### src/rtl/tracker_pkg.sv
// Shared encodings for the multi-axis tracker sequencer: drive modes, FSM states, drive directions.
package tracker_pkg;

    typedef enum logic [1:0] {
        MODE_HOLD   = 2'b00,
        MODE_MANUAL = 2'b01,
        MODE_AUTO   = 2'b10,
        MODE_PARK   = 2'b11
    } mode_e;

    typedef enum logic [2:0] {
        ST_IDLE   = 3'd0,
        ST_EVAL   = 3'd1,
        ST_DRIVE  = 3'd2,
        ST_DEAD   = 3'd3,
        ST_SETTLE = 3'd4,
        ST_NEXT   = 3'd5
    } state_e;

    typedef enum logic [1:0] {
        DIR_NONE = 2'd0,
        DIR_POS  = 2'd1,
        DIR_NEG  = 2'd2
    } dir_e;

endpackage

### src/rtl/axis_error_calc.sv
// Selects the active axis inputs, forms the signed error for the current mode,
// applies shortest-path wrap on rotary axes and classifies it against the deadband.
module axis_error_calc
    import tracker_pkg::*;
#(
    parameter int unsigned N_AXES    = 2,
    parameter int unsigned W         = 16,
    parameter int unsigned DEADBAND  = 5,
    parameter logic [N_AXES-1:0] WRAP_MASK = N_AXES'(1),
    parameter int unsigned FULL_TURN = 360,
    parameter int unsigned HALF_TURN = 180,
    parameter int unsigned PARK_POS  = 0,
    localparam int unsigned AW       = $clog2(N_AXES)
) (
    input  mode_e                 mode,
    input  logic [AW-1:0]         axis,
    input  logic [N_AXES*W-1:0]   sens_a,
    input  logic [N_AXES*W-1:0]   sens_b,
    input  logic [N_AXES*W-1:0]   pos_target,
    input  logic [N_AXES*W-1:0]   pos_actual,
    output logic                  balanced,
    output dir_e                  dir
);

    // Two guard bits keep the difference of two unsigned words from overflowing.
    localparam int unsigned EW = W + 2;
    localparam logic signed [EW-1:0] FULL_S = EW'(FULL_TURN);
    localparam logic signed [EW-1:0] HALF_S = EW'(HALF_TURN);
    localparam logic signed [EW-1:0] DB_S   = EW'(DEADBAND);
    localparam logic [W-1:0]         PARK_W = W'(PARK_POS);

    logic [W-1:0]           a_sel;
    logic [W-1:0]           b_sel;
    logic [W-1:0]           tgt_sel;
    logic [W-1:0]           act_sel;
    logic                   wrap_sel;
    logic signed [EW-1:0]   e_raw;
    logic signed [EW-1:0]   e_wrap;
    logic signed [EW-1:0]   e_mag;

    always_comb begin
        a_sel    = '0;
        b_sel    = '0;
        tgt_sel  = '0;
        act_sel  = '0;
        wrap_sel = 1'b0;
        for (int i = 0; i < int'(N_AXES); i++) begin
            if (axis == AW'(i)) begin
                a_sel    = sens_a[i*W +: W];
                b_sel    = sens_b[i*W +: W];
                tgt_sel  = pos_target[i*W +: W];
                act_sel  = pos_actual[i*W +: W];
                wrap_sel = WRAP_MASK[i];
            end
        end
    end

    always_comb begin
        e_raw = '0;
        unique case (mode)
            MODE_AUTO:   e_raw = $signed({2'b00, b_sel})   - $signed({2'b00, a_sel});
            MODE_MANUAL: e_raw = $signed({2'b00, tgt_sel}) - $signed({2'b00, act_sel});
            MODE_PARK:   e_raw = $signed({2'b00, PARK_W})  - $signed({2'b00, act_sel});
            default:     e_raw = '0;
        endcase
    end

    // Exactly +/-HALF_TURN is left alone so a half-turn has a deterministic direction.
    always_comb begin
        e_wrap = e_raw;
        if (wrap_sel && (mode == MODE_MANUAL || mode == MODE_PARK)) begin
            if (e_raw > HALF_S) begin
                e_wrap = e_raw - FULL_S;
            end else if (e_raw < -HALF_S) begin
                e_wrap = e_raw + FULL_S;
            end
        end
    end

    always_comb begin
        e_mag    = e_wrap[EW-1] ? -e_wrap : e_wrap;
        balanced = (e_mag <= DB_S);
        if (balanced) begin
            dir = DIR_NONE;
        end else if (e_wrap[EW-1]) begin
            dir = DIR_POS;
        end else begin
            dir = DIR_NEG;
        end
    end

endmodule

### src/rtl/tracker_axis_sequencer.sv
// Round-robin multi-axis motor sequencer with reversal dead time, settle time,
// per-visit drive timeout and sticky per-axis fault flags.
module tracker_axis_sequencer
    import tracker_pkg::*;
#(
    parameter int unsigned N_AXES         = 2,
    parameter int unsigned W              = 16,
    parameter int unsigned DEADBAND       = 5,
    parameter logic [N_AXES-1:0] WRAP_MASK = N_AXES'(1),
    parameter int unsigned FULL_TURN      = 360,
    parameter int unsigned HALF_TURN      = 180,
    parameter int unsigned PARK_POS       = 0,
    parameter int unsigned DEAD_CYCLES    = 4,
    parameter int unsigned SETTLE_CYCLES  = 8,
    parameter int unsigned TIMEOUT_CYCLES = 1000000,
    localparam int unsigned AW            = $clog2(N_AXES)
) (
    input  logic                  clk,
    input  logic                  rst,
    input  logic [1:0]            mode,
    input  logic [N_AXES*W-1:0]   sens_a,
    input  logic [N_AXES*W-1:0]   sens_b,
    input  logic [N_AXES*W-1:0]   pos_target,
    input  logic [N_AXES*W-1:0]   pos_actual,
    output logic [N_AXES-1:0]     out_pos,
    output logic [N_AXES-1:0]     out_neg,
    output logic [AW-1:0]         active_axis,
    output logic                  busy,
    output logic [N_AXES-1:0]     fault
);

    localparam int unsigned TW   = $clog2(TIMEOUT_CYCLES + 1);
    localparam int unsigned PMAX = (DEAD_CYCLES > SETTLE_CYCLES) ? DEAD_CYCLES : SETTLE_CYCLES;
    localparam int unsigned PW   = $clog2(PMAX + 1);

    state_e             state;
    mode_e              mode_in;
    mode_e              mode_q;
    logic [TW-1:0]      drv_cnt;
    logic [PW-1:0]      tmr;
    dir_e               last_dir [N_AXES];
    logic               balanced;
    dir_e               dir;
    logic [N_AXES-1:0]  sel_c;

    assign mode_in = mode_e'(mode);
    assign sel_c   = N_AXES'(1) << active_axis;

    axis_error_calc #(
        .N_AXES    (N_AXES),
        .W         (W),
        .DEADBAND  (DEADBAND),
        .WRAP_MASK (WRAP_MASK),
        .FULL_TURN (FULL_TURN),
        .HALF_TURN (HALF_TURN),
        .PARK_POS  (PARK_POS)
    ) u_err (
        .mode       (mode_in),
        .axis       (active_axis),
        .sens_a     (sens_a),
        .sens_b     (sens_b),
        .pos_target (pos_target),
        .pos_actual (pos_actual),
        .balanced   (balanced),
        .dir        (dir)
    );

    // Sequencer FSM; every output is a register written here.
    always_ff @(posedge clk or negedge rst) begin
        if (!rst) begin
            state       <= ST_IDLE;
            mode_q      <= MODE_HOLD;
            active_axis <= '0;
            out_pos     <= '0;
            out_neg     <= '0;
            busy        <= 1'b0;
            fault       <= '0;
            drv_cnt     <= '0;
            tmr         <= '0;
            for (int i = 0; i < int'(N_AXES); i++) begin
                last_dir[i] <= DIR_NONE;
            end
        end else begin
            if (mode_in == MODE_HOLD) begin
                fault <= '0;
            end

            if (state != ST_IDLE && mode_in != mode_q) begin
                state   <= ST_IDLE;
                out_pos <= '0;
                out_neg <= '0;
                busy    <= 1'b0;
            end else begin
                unique case (state)
                    ST_IDLE: begin
                        out_pos <= '0;
                        out_neg <= '0;
                        if (mode_in != MODE_HOLD) begin
                            state       <= ST_EVAL;
                            mode_q      <= mode_in;
                            active_axis <= '0;
                            busy        <= 1'b1;
                        end
                    end

                    ST_EVAL: begin
                        drv_cnt <= '0;
                        tmr     <= '0;
                        if (fault[active_axis] || balanced) begin
                            state <= ST_NEXT;
                        end else if (last_dir[active_axis] != DIR_NONE &&
                                     last_dir[active_axis] != dir) begin
                            state <= ST_DEAD;
                        end else begin
                            state                 <= ST_DRIVE;
                            out_pos               <= (dir == DIR_POS) ? sel_c : '0;
                            out_neg               <= (dir == DIR_NEG) ? sel_c : '0;
                            last_dir[active_axis] <= dir;
                            drv_cnt               <= TW'(1);
                        end
                    end

                    ST_DRIVE: begin
                        if (balanced) begin
                            state   <= ST_SETTLE;
                            out_pos <= '0;
                            out_neg <= '0;
                            tmr     <= '0;
                        end else if (dir != last_dir[active_axis]) begin
                            state   <= ST_DEAD;
                            out_pos <= '0;
                            out_neg <= '0;
                            tmr     <= '0;
                        end else if (drv_cnt >= TW'(TIMEOUT_CYCLES)) begin
                            state              <= ST_NEXT;
                            out_pos            <= '0;
                            out_neg            <= '0;
                            fault[active_axis] <= 1'b1;
                        end else begin
                            drv_cnt <= drv_cnt + TW'(1);
                        end
                    end

                    // Direction is re-sampled at the end of dead time, not remembered from entry.
                    ST_DEAD: begin
                        if (tmr == PW'(DEAD_CYCLES - 1)) begin
                            tmr <= '0;
                            if (balanced) begin
                                state <= ST_SETTLE;
                            end else begin
                                state                 <= ST_DRIVE;
                                out_pos               <= (dir == DIR_POS) ? sel_c : '0;
                                out_neg               <= (dir == DIR_NEG) ? sel_c : '0;
                                last_dir[active_axis] <= dir;
                                drv_cnt               <= drv_cnt + TW'(1);
                            end
                        end else begin
                            tmr <= tmr + PW'(1);
                        end
                    end

                    ST_SETTLE: begin
                        if (tmr == PW'(SETTLE_CYCLES - 1)) begin
                            state <= ST_NEXT;
                            tmr   <= '0;
                        end else begin
                            tmr <= tmr + PW'(1);
                        end
                    end

                    ST_NEXT: begin
                        state       <= ST_EVAL;
                        active_axis <= (active_axis == AW'(N_AXES - 1)) ? '0
                                                                       : active_axis + AW'(1);
                    end

                    default: begin
                        state   <= ST_IDLE;
                        out_pos <= '0;
                        out_neg <= '0;
                        busy    <= 1'b0;
                    end
                endcase
            end
        end
    end

endmodule

### config.mk
export PLATFORM = sky130hd
export DESIGN_NAME = tracker_axis_sequencer
export DESIGN_NICKNAME = d
export VERILOG_FILES = /design/src/rtl/tracker_pkg.sv /design/src/rtl/axis_error_calc.sv /design/src/rtl/tracker_axis_sequencer.sv
export SDC_FILE = /design/constraint.sdc
export NUM_CORES = 1
export LEC_CHECK = 0
export ABC_CLOCK_PERIOD_IN_PS = 6650
export CORE_AREA = 2 2 105 147
export CTS_BUF_LIST = sky130_fd_sc_hd__clkbuf_16
export DETAILED_ROUTE_END_ITERATION = 16
export DIE_AREA = 0 0 107 149
export PLACE_DENSITY = 0.76
export SLEW_MARGIN = 20
export SYNTH_ARGS = -nofsm -noshare
export SYNTH_HDL_FRONTEND = slang
export SYNTH_SLANG_ARGS = --single-unit
export TNS_END_PERCENT = 5
### constraint.sdc
create_clock -name clk -period 6.65 [get_ports clk]
set_input_delay 1.33 -clock clk [delete_from_list [all_inputs] [get_ports clk]]
set_output_delay 1.33 -clock clk [all_outputs]
set_load 0.02 [all_outputs]
==> results.md <==
* Leakage at 4.690 nW
* Net Count, Synth at 1079
* Yosys warnings at 0
* Core area at 14790 µm²
* Critical Path End: drv_cnt[2]
* Final setup viols at 36
* DRT Pass-1 Iters at 6
* Crit Path Max Fanout at 14
* Vias in the first global route at 8851
* Worst vdd ir at 216.9 µV
* P per Cell Area at 236.8 nW/µm²
* Htree depth at 2
* Num rows at 53
* GRT Util Overall at 0.3018
* Dpl ws at -0.7822 ns
* Post-synth ARST share at 1.000
* Post-synth EDFFs at 0
* First-pass GRT wire length at 39620 µm
* Reg-to-reg critical path startpoint: active_axis
* Worst-skew pair later-pin latency at 0.29 ns
* Fillers at 1036
* Combinational power share at 0.743
* P&R area growth vs syn at 58.67%
* Fin crit share at 1.054
* Die width at 107 µm
* Largest net degree at the start of global routing at 42
* I/O Buffers at 139
* Initial antenna violation count at 0
* Fin util at 0.7540
* Outcome: finished, violations left
* Syn Area/Cell at 7.756 µm²
* Multi-input gate area at 6240 µm²
* Share of cells above drive strength 1 at 0.3347
* Post-Route WL at 24640 µm
* Hold Path Class: flip-flop to flip-flop
* Vias/cell at 5.994
* Overflow after GRT at 0
* GP Congestion at 0.9711
* Drt wl/cell at 16.99 µm
* Total Nets Final at 1430
* Clock Power Share at 0.122
* CP max stage cell: clkdlybuf4s50_1
* Reg2Reg Setup Slack at 0.09 ns
* Slew @ Worst Pin at 1.098 ns
* Initial DRC Count at 533
* Max Fclk at 0.1427 GHz
* Most used cell, CP: buf_4
* Flops & latches, synth at 41
* Top-level port count at 140
* Yosys cell types at 116
* Data arrival, critical path at 7.17 ns
* Clock Tree Root: clkbuf_16
* Worst Setup SP: pos_actual[16]
* CTS max path bufs at 2
* Sw Ratio at 0.4392
* Clock skew at 0.004151 ns
* Worst Path Required at 6.81 ns
* CP startpoint kind: input pin
* Unrepaired setup endpoints after global routing: true
* Max-slew headroom at 0.2682
* Critical Path End Type: flip-flop
* Final hold vios at 0
* PnR worst setup slack at -0.3585 ns
* Clk slew on worst S/H paths at 0.06 ns
* Crit path largest cell delay at 0.47 ns
* Starting density of the core at 0.4752
* Failing checks: negative setup slack
* Antenna Nets Post-Route at 0
* Reg area at 1030 µm²
* CTS tree: built
* RR Endpoint: drv_cnt[2]
* Max cap viols at 0
* FF-to-FF path depth at 24
* Top FF cell, synth: dfrtp_1
* Die Ht at 149 µm
* Post-synthesis cell count at 906
* CTS Buf Count at 5
* DP Wirelength at 19320 µm
* Internal Power at 0.001480 W
* Die area at 15940 µm²
* Minimum clock period at 7.008 ns
* WS Path Type: input pin to flip-flop
* Post-Synthesis Cell Area at 7027 µm²
* Sink Count at 41
* Post-route DRC at 0
* Register area share after synthesis at 0.1460
* Psw at 0.001160 W
* Slew Limit Fails at 0
* Antenna diodes at 0
* Register share of total power at 0.136
* Via count at 8692
-- cells in the mapped netlist, drive strengths merged (4+ instances only) --
| cell | n | share of area |
|---|---|---|
| nor4 | 6 | 0.0084 |
| a211oi | 18 | 0.024 |
| a21oi | 62 | 0.048 |
| o21a | 16 | 0.017 |
| mux2 | 25 | 0.041 |
| a22o | 4 | 0.0050 |
| o22ai | 8 | 0.0071 |
| nor2b | 12 | 0.011 |
| o21ai | 68 | 0.049 |
| o2111ai | 7 | 0.013 |
| nand3b | 11 | 0.012 |
| nor3b | 6 | 0.0071 |
| nor2 | 79 | 0.043 |
| nor3 | 19 | 0.014 |
| mux2i | 55 | 0.078 |
| a31oi | 5 | 0.0066 |
| nand4b | 4 | 0.0071 |
| clkbuf | 22 | 0.012 |
| inv | 25 | 0.013 |
| or2 | 13 | 0.012 |
| and3 | 24 | 0.022 |
| or4 | 4 | 0.0048 |
| nand3 | 29 | 0.021 |
| o211ai | 15 | 0.017 |
| o211a | 5 | 0.0071 |
| and2 | 18 | 0.016 |
| o31ai | 6 | 0.0091 |
| and4 | 5 | 0.0062 |
| a211o | 6 | 0.0075 |
| xor2 | 4 | 0.0050 |
| a21o | 10 | 0.011 |
| a32oi | 6 | 0.0075 |
| o41ai | 7 | 0.011 |
| buf | 22 | 0.020 |
| xnor2 | 14 | 0.020 |
| dfrtp | 41 | 0.15 |
| nand2 | 87 | 0.048 |
| nand4 | 14 | 0.015 |
| or3 | 12 | 0.011 |
| nand2b | 12 | 0.011 |
| a2111oi | 4 | 0.0059 |
| ha | 39 | 0.069 |
-- critical path, delay by kind of cell --
| kind | cells | cell delay, ns |
|---|---|---|
| and+or+nand+nor | 5 | 1.42 |
| xor gates and xnor gates | 1 | 0.11 |
| muxes | 1 | 0.21 |
| buffers and inverters | 7 | 1.23 |
| adders and majority gates | 2 | 0.54 |
| AOI/OAI and AO/OA | 10 | 2.35 |
-- worst min-delay path by stage --
stage                    start         end  slack, ns  depth (start not counted)
floorplan            mode_q[0]   mode_q[0]       0.46                          2
global placement    out_neg[1]  out_neg[1]       0.47                          1
detailed placement  out_pos[1]  out_pos[1]       0.48                          1
CTS                  mode_q[0]   mode_q[0]       0.50                          2
global route        out_pos[1]  out_pos[1]       0.53                          1
finish               mode_q[0]   mode_q[0]       0.50                          2
-- area by class of cell --
type                    count  share of cell area
clock buffers               5             0.01122
clock inverters             3            0.005836
inverters                  26            0.008978
multi-input cells         795              0.5596
flip-flops and latches     41             0.09236
well taps                 192             0.02155
repair buffers            388              0.3004
-- per-layer routing --
metal	global-route usage	routed length [µm]	vias to the layer above
met4	0.1838	1599	0
met2	0.5952	13390	330
met3	0.02097	717	114
li1	-	-	4162
met5	0	0	-
met1	0.3006	8932	4086
-- power by group through the flow --
stage               clock, W  combinational (W)  sequential, W
floorplan                  0            0.00100       0.000338
global placement           0            0.00169       0.000359
detailed placement         0            0.00173       0.000360
CTS                 0.000323            0.00181       0.000356
global route        0.000332            0.00211       0.000367
finish              0.000321            0.00196       0.000358
-- layout by cell type (no fill, tap or decap), drive strengths merged, types with 6 or more instances in the layout --
cell type	synthesis	layout
a21o	10	10
or3	12	12
or2	13	13
nand3b	11	11
and2	18	18
o41ai	7	7
o2111ai	7	7
a21oi	62	62
dfrtp	41	41
buf	22	249
o211ai	15	15
o31ai	6	6
a211o	6	6
nand4	14	14
o21a	16	16
nand2b	12	12
nor3	19	19
and3	24	24
nor2b	12	12
mux2i	55	55
clkbuf	22	6
ha	39	39
inv	25	26
nor4	6	6
nor3b	6	6
a32oi	6	6
xnor2	14	14
nand3	29	29
clkdlybuf4s50	0	136
a211oi	18	18
o21ai	68	68
nand2	87	87
o22ai	8	8
nor2	79	79
mux2	25	25
-- timing repair --
action                                  in CTS  in global routing
gates cloned                                 0                  1
endpoints found under the setup margin      37                 37
resized for setup                           44                 59
buffers inserted                             7                  8
pin swaps                                   26                 51
hold endpoints to repair                     0                  0
hold buffers                                 0                  0
-- cell families after synthesis --
family | after synthesis | share of synthesized area
simple gates | 365 | 0.2829
compound gates | 290 | 0.3027
mux | 81 | 0.1227
buf+inv | 70 | 0.04594
fa+ha+maj | 41 | 0.07514
flops | 41 | 0.1460
xor+xnor | 18 | 0.02457
-- flip-flops by register name, summed over array words and instances (netlist names) --
name / cells
drv_cnt: 20
last_dir: 4
out_pos: 2
busy: 1
fault: 2
out_neg: 2
active_axis: 1
tmr: 4
state: 3
mode_q: 2
-- stage by stage --
stage	instances	area (µm²)	setup TNS [ns]	power, W	hold WS (ns)
floorplan	906	7219	-7.395	0.001342	0.4627
global placement	1426	10360	-22.65	0.002049	0.4709
detailed placement	1426	10360	-25.63	0.002085	0.4759
CTS	1441	10810	-6.953	0.002486	0.4982
global route	1450	11150	-16.02	0.002808	0.5281
finish	1450	11150	-8.140	0.002640	0.4953
No activity file was read; power rests on OpenSTA's default activity.
